<file path="config.mk">
export PLATFORM = sky130hd
export DESIGN_NAME = uart_rx_framed
export DESIGN_NICKNAME = d
export VERILOG_FILES = /design/src/rtl/uart_pkg.sv /design/src/rtl/uart_rx_sync.sv /design/src/rtl/uart_rx_framed.sv
export SDC_FILE = /design/constraint.sdc
export NUM_CORES = 1
export LEC_CHECK = 0
export BUFFER_PORTS_ARGS = -buffer_cell sky130_fd_sc_hd__buf_2
export CORE_MARGIN = 3
export CORE_UTILIZATION = 50
export DETAILED_ROUTE_END_ITERATION = 8
export PLACE_DENSITY = 0.69
export SETUP_SLACK_MARGIN = 0.02
export SLEW_MARGIN = 25
export SYNTH_ARGS = -nofsm -noshare
export SYNTH_HDL_FRONTEND = slang
export SYNTH_HIERARCHICAL = 1
export SYNTH_SLANG_ARGS = --single-unit
</file>
<file path="constraint.sdc">
create_clock -name clock -period 2.1 [get_ports clock]
set_input_delay 0.315 -clock clock [delete_from_list [all_inputs] [get_ports clock]]
set_output_delay 0.315 -clock clock [all_outputs]
set_load 0.02 [all_outputs]
</file>
<file path="src/rtl/uart_pkg.sv">
// Shared constants and types for the framed UART receiver family.
package uart_pkg;

    localparam int PARITY_NONE = 0;
    localparam int PARITY_ODD  = 1;
    localparam int PARITY_EVEN = 2;

    typedef enum logic [2:0] {
        ST_IDLE,
        ST_START,
        ST_DATA,
        ST_PARITY,
        ST_STOP,
        ST_WAIT_IDLE
    } rx_state_e;

    // Width of a counter that must hold values 0..n-1.
    function automatic int cnt_width(input int n);
        return (n <= 2) ? 1 : $clog2(n);
    endfunction

endpackage

</file>
<file path="src/rtl/uart_rx_sync.sv">
// Two-flop synchroniser for an asynchronous, idle-high serial line.
module uart_rx_sync (
    input  logic clock,
    input  logic resetN,
    input  logic din_i,
    output logic rxs_o
);

    logic meta_q;
    logic rxs_q;

    always_ff @(posedge clock or negedge resetN) begin
        if (!resetN) begin
            meta_q <= 1'b1;
            rxs_q  <= 1'b1;
        end else begin
            meta_q <= din_i;
            rxs_q  <= meta_q;
        end
    end

    assign rxs_o = rxs_q;

endmodule

</file>
<file path="src/rtl/uart_rx_framed.sv">
// Framed UART receiver with mid-bit sampling, error flags and a valid/ready
// holding register.
//
//   state        | meaning
//   -------------+-----------------------------------------------------
//   ST_IDLE      | line idle, waiting for a low on rxs
//   ST_START     | half-bit wait, then confirm start bit (reject glitch)
//   ST_DATA      | sample DATA_BITS payload bits, LSB first
//   ST_PARITY    | sample and check the parity bit
//   ST_STOP      | sample STOP_BITS stop bits, request delivery at last
//   ST_WAIT_IDLE | last stop bit was low, wait for the line to go high
module uart_rx_framed
    import uart_pkg::*;
#(
    parameter int CLKS_PER_BIT = 48,
    parameter int DATA_BITS    = 8,
    parameter int PARITY       = 0,
    parameter int STOP_BITS    = 1
) (
    input  logic                 clock,
    input  logic                 resetN,
    input  logic                 serialIn,
    input  logic                 rxReady,
    output logic [DATA_BITS-1:0] rxData,
    output logic                 rxValid,
    output logic                 parityError,
    output logic                 frameError,
    output logic                 overrun,
    output logic                 busy
);

    localparam int            CW       = cnt_width(CLKS_PER_BIT);
    localparam logic [CW-1:0] CNT_FULL = CW'(CLKS_PER_BIT - 1);
    localparam logic [CW-1:0] CNT_HALF = CW'(CLKS_PER_BIT / 2 - 1);
    localparam logic [3:0]    LAST_BIT = 4'(DATA_BITS - 1);
    localparam logic          LAST_STP = 1'(STOP_BITS - 1);

    logic rxs;

    uart_rx_sync u_sync (
        .clock (clock),
        .resetN(resetN),
        .din_i (serialIn),
        .rxs_o (rxs)
    );

    rx_state_e            state_q, state_d;
    logic [CW-1:0]        cnt_q, cnt_d;
    logic [3:0]           bit_idx_q, bit_idx_d;
    logic                 stop_idx_q, stop_idx_d;
    logic [DATA_BITS-1:0] shreg_q, shreg_d;
    logic                 par_err_q, par_err_d;
    logic                 frm_err_q, frm_err_d;
    logic                 deliver_q, deliver_d;

    logic [DATA_BITS-1:0] data_q, data_d;
    logic                 valid_q, valid_d;
    logic                 perr_q, perr_d;
    logic                 ferr_q, ferr_d;
    logic                 ovr_q, ovr_d;

    logic tick;
    logic transfer;

    assign tick     = (cnt_q == '0);
    assign transfer = valid_q & rxReady;

    always_comb begin
        state_d    = state_q;
        cnt_d      = cnt_q;
        bit_idx_d  = bit_idx_q;
        stop_idx_d = stop_idx_q;
        shreg_d    = shreg_q;
        par_err_d  = par_err_q;
        frm_err_d  = frm_err_q;
        deliver_d  = 1'b0;

        case (state_q)
            ST_IDLE: begin
                if (!rxs) begin
                    state_d   = ST_START;
                    cnt_d     = CNT_HALF;
                    par_err_d = 1'b0;
                    frm_err_d = 1'b0;
                end
            end
            ST_START: begin
                if (!tick) begin
                    cnt_d = cnt_q - 1'b1;
                end else if (rxs) begin
                    state_d = ST_IDLE;
                end else begin
                    state_d   = ST_DATA;
                    cnt_d     = CNT_FULL;
                    bit_idx_d = '0;
                end
            end
            ST_DATA: begin
                if (!tick) begin
                    cnt_d = cnt_q - 1'b1;
                end else begin
                    shreg_d = {rxs, shreg_q[DATA_BITS-1:1]};
                    cnt_d   = CNT_FULL;
                    if (bit_idx_q == LAST_BIT) begin
                        state_d    = (PARITY != PARITY_NONE) ? ST_PARITY : ST_STOP;
                        stop_idx_d = 1'b0;
                    end else begin
                        bit_idx_d = bit_idx_q + 1'b1;
                    end
                end
            end
            ST_PARITY: begin
                if (!tick) begin
                    cnt_d = cnt_q - 1'b1;
                end else begin
                    // Overall XOR is 1 for odd ones-count: an error for even mode.
                    par_err_d  = (^{shreg_q, rxs}) ^ (PARITY == PARITY_ODD);
                    state_d    = ST_STOP;
                    cnt_d      = CNT_FULL;
                    stop_idx_d = 1'b0;
                end
            end
            ST_STOP: begin
                if (!tick) begin
                    cnt_d = cnt_q - 1'b1;
                end else begin
                    frm_err_d = frm_err_q | ~rxs;
                    if (stop_idx_q == LAST_STP) begin
                        deliver_d = 1'b1;
                        state_d   = rxs ? ST_IDLE : ST_WAIT_IDLE;
                    end else begin
                        stop_idx_d = 1'b1;
                        cnt_d      = CNT_FULL;
                    end
                end
            end
            ST_WAIT_IDLE: begin
                if (rxs) state_d = ST_IDLE;
            end
            default: state_d = ST_IDLE;
        endcase
    end

    always_comb begin
        data_d  = data_q;
        valid_d = valid_q;
        perr_d  = perr_q;
        ferr_d  = ferr_q;
        ovr_d   = ovr_q;

        if (deliver_q && (!valid_q || transfer)) begin
            data_d  = shreg_q;
            valid_d = 1'b1;
            perr_d  = par_err_q;
            ferr_d  = frm_err_q;
            ovr_d   = transfer ? 1'b0 : ovr_q;
        end else if (deliver_q) begin
            ovr_d = 1'b1;
        end else if (transfer) begin
            valid_d = 1'b0;
            perr_d  = 1'b0;
            ferr_d  = 1'b0;
            ovr_d   = 1'b0;
        end
    end

    always_ff @(posedge clock or negedge resetN) begin
        if (!resetN) begin
            state_q    <= ST_IDLE;
            cnt_q      <= '0;
            bit_idx_q  <= '0;
            stop_idx_q <= 1'b0;
            shreg_q    <= '0;
            par_err_q  <= 1'b0;
            frm_err_q  <= 1'b0;
            deliver_q  <= 1'b0;
            data_q     <= '0;
            valid_q    <= 1'b0;
            perr_q     <= 1'b0;
            ferr_q     <= 1'b0;
            ovr_q      <= 1'b0;
        end else begin
            state_q    <= state_d;
            cnt_q      <= cnt_d;
            bit_idx_q  <= bit_idx_d;
            stop_idx_q <= stop_idx_d;
            shreg_q    <= shreg_d;
            par_err_q  <= par_err_d;
            frm_err_q  <= frm_err_d;
            deliver_q  <= deliver_d;
            data_q     <= data_d;
            valid_q    <= valid_d;
            perr_q     <= perr_d;
            ferr_q     <= ferr_d;
            ovr_q      <= ovr_d;
        end
    end

    assign rxData      = data_q;
    assign rxValid     = valid_q;
    assign parityError = perr_q;
    assign frameError  = ferr_q;
    assign overrun     = ovr_q;
    assign busy        = (state_q != ST_IDLE);

endmodule

</file>
==> impl_results.md <==
- Post-DP HPWL: 2960 um
- Clk Latency, worst-skew pair: 290 ps
- Simple-Gate Fraction of Synth Area: 15.1%
- Clock Tree Buf Depth: 2
- Setup ws final: 65.7 ps
- Met1 Usage GRT: 26.3%
- Die height: 68.3 um
- Crit Path Class: reg -> reg
- Synth Area in XOR/XNOR: 4.32%
- Largest net degree at the start of global routing: 39
- Postcts setup bufs: 0
- Clock Tree Root: clkbuf_8
- Nets: 212
- Worst hold path type: in -> async
- WP data arrival: 2220 ps
- Initial antenna violation count: 0
- Met3 usage: 5.58%
- Compound-Gate Fraction of Synth Area: 16.4%
- Crit-path slowest cell: or4b_4
- Top-area cell type share of the netlist area: 46.4%
- Synth area leader: dfrtp_1
- Max cap viols: 0
- Area Growth Syn to Fin: 17.0%
- Slew headroom: 44.5%
- Synthesis warning total: 6
- Fmax: 0.492 GHz
- Synth Area in Adders: 1.93%
- Filler cell count: 322
- Fin. max-slew vios: 0
- Cells along the critical path: inv_1 > ha_2 > or4b_4 > buf_4 > o21bai_4 > nand2_1 > a311o_1
- Power Density: 961 nW/um^2
- Row count: 22
- Final cell count without fillers: 254
- Die area: 4660 um^2
- Grt met2 use: 34.1%
- DR vias: 1517
- Register bit count reported by yosys: 38
- Crit end category: register
- Pleak: 1.05 nW
- Synth area leaders: dfrtp_1 46%, mux2_2 5.2%, mux2_1 4.1%, dfstp_2 2.7%, o21ai_0 2.3%
- Number of hold violations in the final report: 0
- Syn_nets: 183
- Post-synth ARST share: 100%
- Largest family of logic cells by synthesized area: compound AO/OA/AOI/OAI gates
- Post-synthesis mux area share: 10.3%
- Final count of negative-setup-slack endpoints: 0
- Startpoint types: register
- Die Width: 68.3 um
- Outcome: completed
- Reg-to-reg slack, setup: 70 ps
- GRT Util Overall: 21.0%
- Total Wirelength: 4130 um
- Post-route cell area: 2270 um^2
- Final ANT Viol Nets: 0
- Mapped Area: 1940 um^2
- Vias per cell: 5.97
- Global route hottest layer: met2
- Design Power: 2.18 mW
- First-pass GRT wire length: 7200 um
- Slew @ Worst Pin: 832 ps
- Vias in the first global route: 1540
- Inst Count DP: 246
- Routability cong.: 0.834
- DR DRC count: 0
- Clock transition at path regs: 80 ps
- Final worst path period share: 96.9%
- Yosys cell types: 55
- Total CTS buffers: 5
- VDD IR max: 435 uV
- Initial DRC count: 97
- PortBufs: 16
- Post-synth EDFFs: 0
- Antenna diode count: 0
- Ys flop type: dfrtp_1
- CTS H-tree lvls: 2
- Critical path fanouts, max: 4
- CTS tree: built
- Worst Skew: 9.40 ps
- DR pass1 iterations: 4
- Required @ worst endpoint: 2280 ps
- Overflow after GRT: 0
- Top Family by Delay on Critical Path: simple AND/OR/NAND/NOR gates
- Crit path largest cell delay: 500 ps
- CTS Sinks: 38
- Wire length per cell after detailed routing: 16.2 um
- Core area: 3690 um^2
- Io pins: 17
- Bufs and invs on worst path: 2
- Place WS: -2.76 ps
- Min cycle time layout: 2030 ps
- Share of the yosys chip area belonging to registers: 49.1%
- Share of cells above drive strength 1: 27.2%
- Placed inst area: 2170 um^2
- RSZ-0062 raised after global routing: yes
- Synth Instances: 176
- Initial core utilization: 52.6%
- Hold_buf cts: 0
- Mapped Avg Cell Area: 11.0 um^2
worst register-to-register path, cell delays in order, from the launching register on:
cell and delay (ps):
dfrtp_1 400, inv_1 90, ha_2 180, or4b_4 500, buf_4 180, o21bai_4 130
nand2_1 90, a311o_1 350
logic make-up after synthesis:
logic type,after synthesis
buffers and inverters,12
multiplexers,18
adder cells (fa/ha/maj),3
AND/OR/NAND/NOR,51
XOR/XNOR,8
flip-flops,38
AO/OA/AOI/OAI,46
cell usage after synthesis, drive strengths merged, types with 2 or more instances:
| library cell | count |
|---|---|
| xor2 | 2 |
| nor3 | 5 |
| inv | 4 |
| nor2 | 10 |
| a311o | 2 |
| dfrtp | 36 |
| nand3 | 3 |
| a32o | 2 |
| xnor2 | 5 |
| a21oi | 7 |
| a211oi | 2 |
| clkbuf | 6 |
| or3 | 2 |
| a22oi | 3 |
| a32oi | 2 |
| nand2 | 11 |
| and2 | 2 |
| or3b | 2 |
| nor2b | 3 |
| buf | 2 |
| mux2 | 16 |
| a21o | 3 |
| ha | 3 |
| mux2i | 2 |
| o21ai | 13 |
| dfstp | 2 |
| nand2b | 3 |
| nor3b | 2 |
metrics by stage:
step	setup TNS (ps)	util [%]	hold WS, ps
after global placement	0	58.8	347
after detailed placement	-2.76	58.8	350
after CTS	0	61.1	112
final	0	61.6	114
after global routing	0	61.6	109
after floorplan	0	-	19.4
power by group:
part	internal (mW)	total, mW	switching [mW]
clock	0.230	0.484	0.254
combinational	0.341	0.772	0.431
sequential	0.832	0.926	0.0946
total	1.40	2.18	0.780
registers in the layout, summed over array words and instances, names as in the netlist:
register,flops
u_sync/meta_q,1
u_sync/rxs_o,1
frameError,1
rxData,8
state_q,3
frm_err_q,1
parityError,1
deliver_q,1
shreg_q,8
cnt_q,6
overrun,1
rxValid,1
par_err_q,1
bit_idx_q,4
path summary, 6_finish.rpt:
path,cells past startpoint,endpoint,from
worst max-delay path,7,cnt_q[3],cnt_q[1]
worst min-delay path,1,overrun,resetN
worst max register to register,7,cnt_q[3],cnt_q[1]
worst min register to register,0,u_sync/rxs_o,u_sync/meta_q
max in group asynchronous,1,cnt_q[0],resetN
min in group clock,1,u_sync/meta_q,serialIn
placed cells by master, fill, tap and decap left out, types with 7 or more instances in the layout:
cell      n
dfrtp_1  36
buf_2    16
buf_4    13
nand2_1  11
nor2_1    9
mux2_2    9
o21ai_0   9
a21oi_1   7
mux2_1    7
area by class of cell:
| type | count | area, um^2 | area share (%) |
|---|---|---|---|
| multi-input combinational | 126 | 962 | 42.4 |
| clock buffer | 6 | 72.6 | 3.20 |
| tap | 48 | 60.1 | 2.64 |
| inverter | 4 | 15.0 | 0.661 |
| sequential | 38 | 953 | 42.0 |
| timing repair buffer | 30 | 198 | 8.71 |
| clock inverter | 2 | 10.0 | 0.441 |
per-layer routing:
layer | part of all wire [%] | wire [um]
met5 | 0 | 0
met4 | 1.6 | 65
met3 | 4.3 | 176
met2 | 49 | 2040
met1 | 45 | 1840
timing repair:
item,CTS,global route
setup endpoints to repair,1,4
gates resized for setup,1,2
pin swaps,0,0
Power figures use the tool's default switching activity.
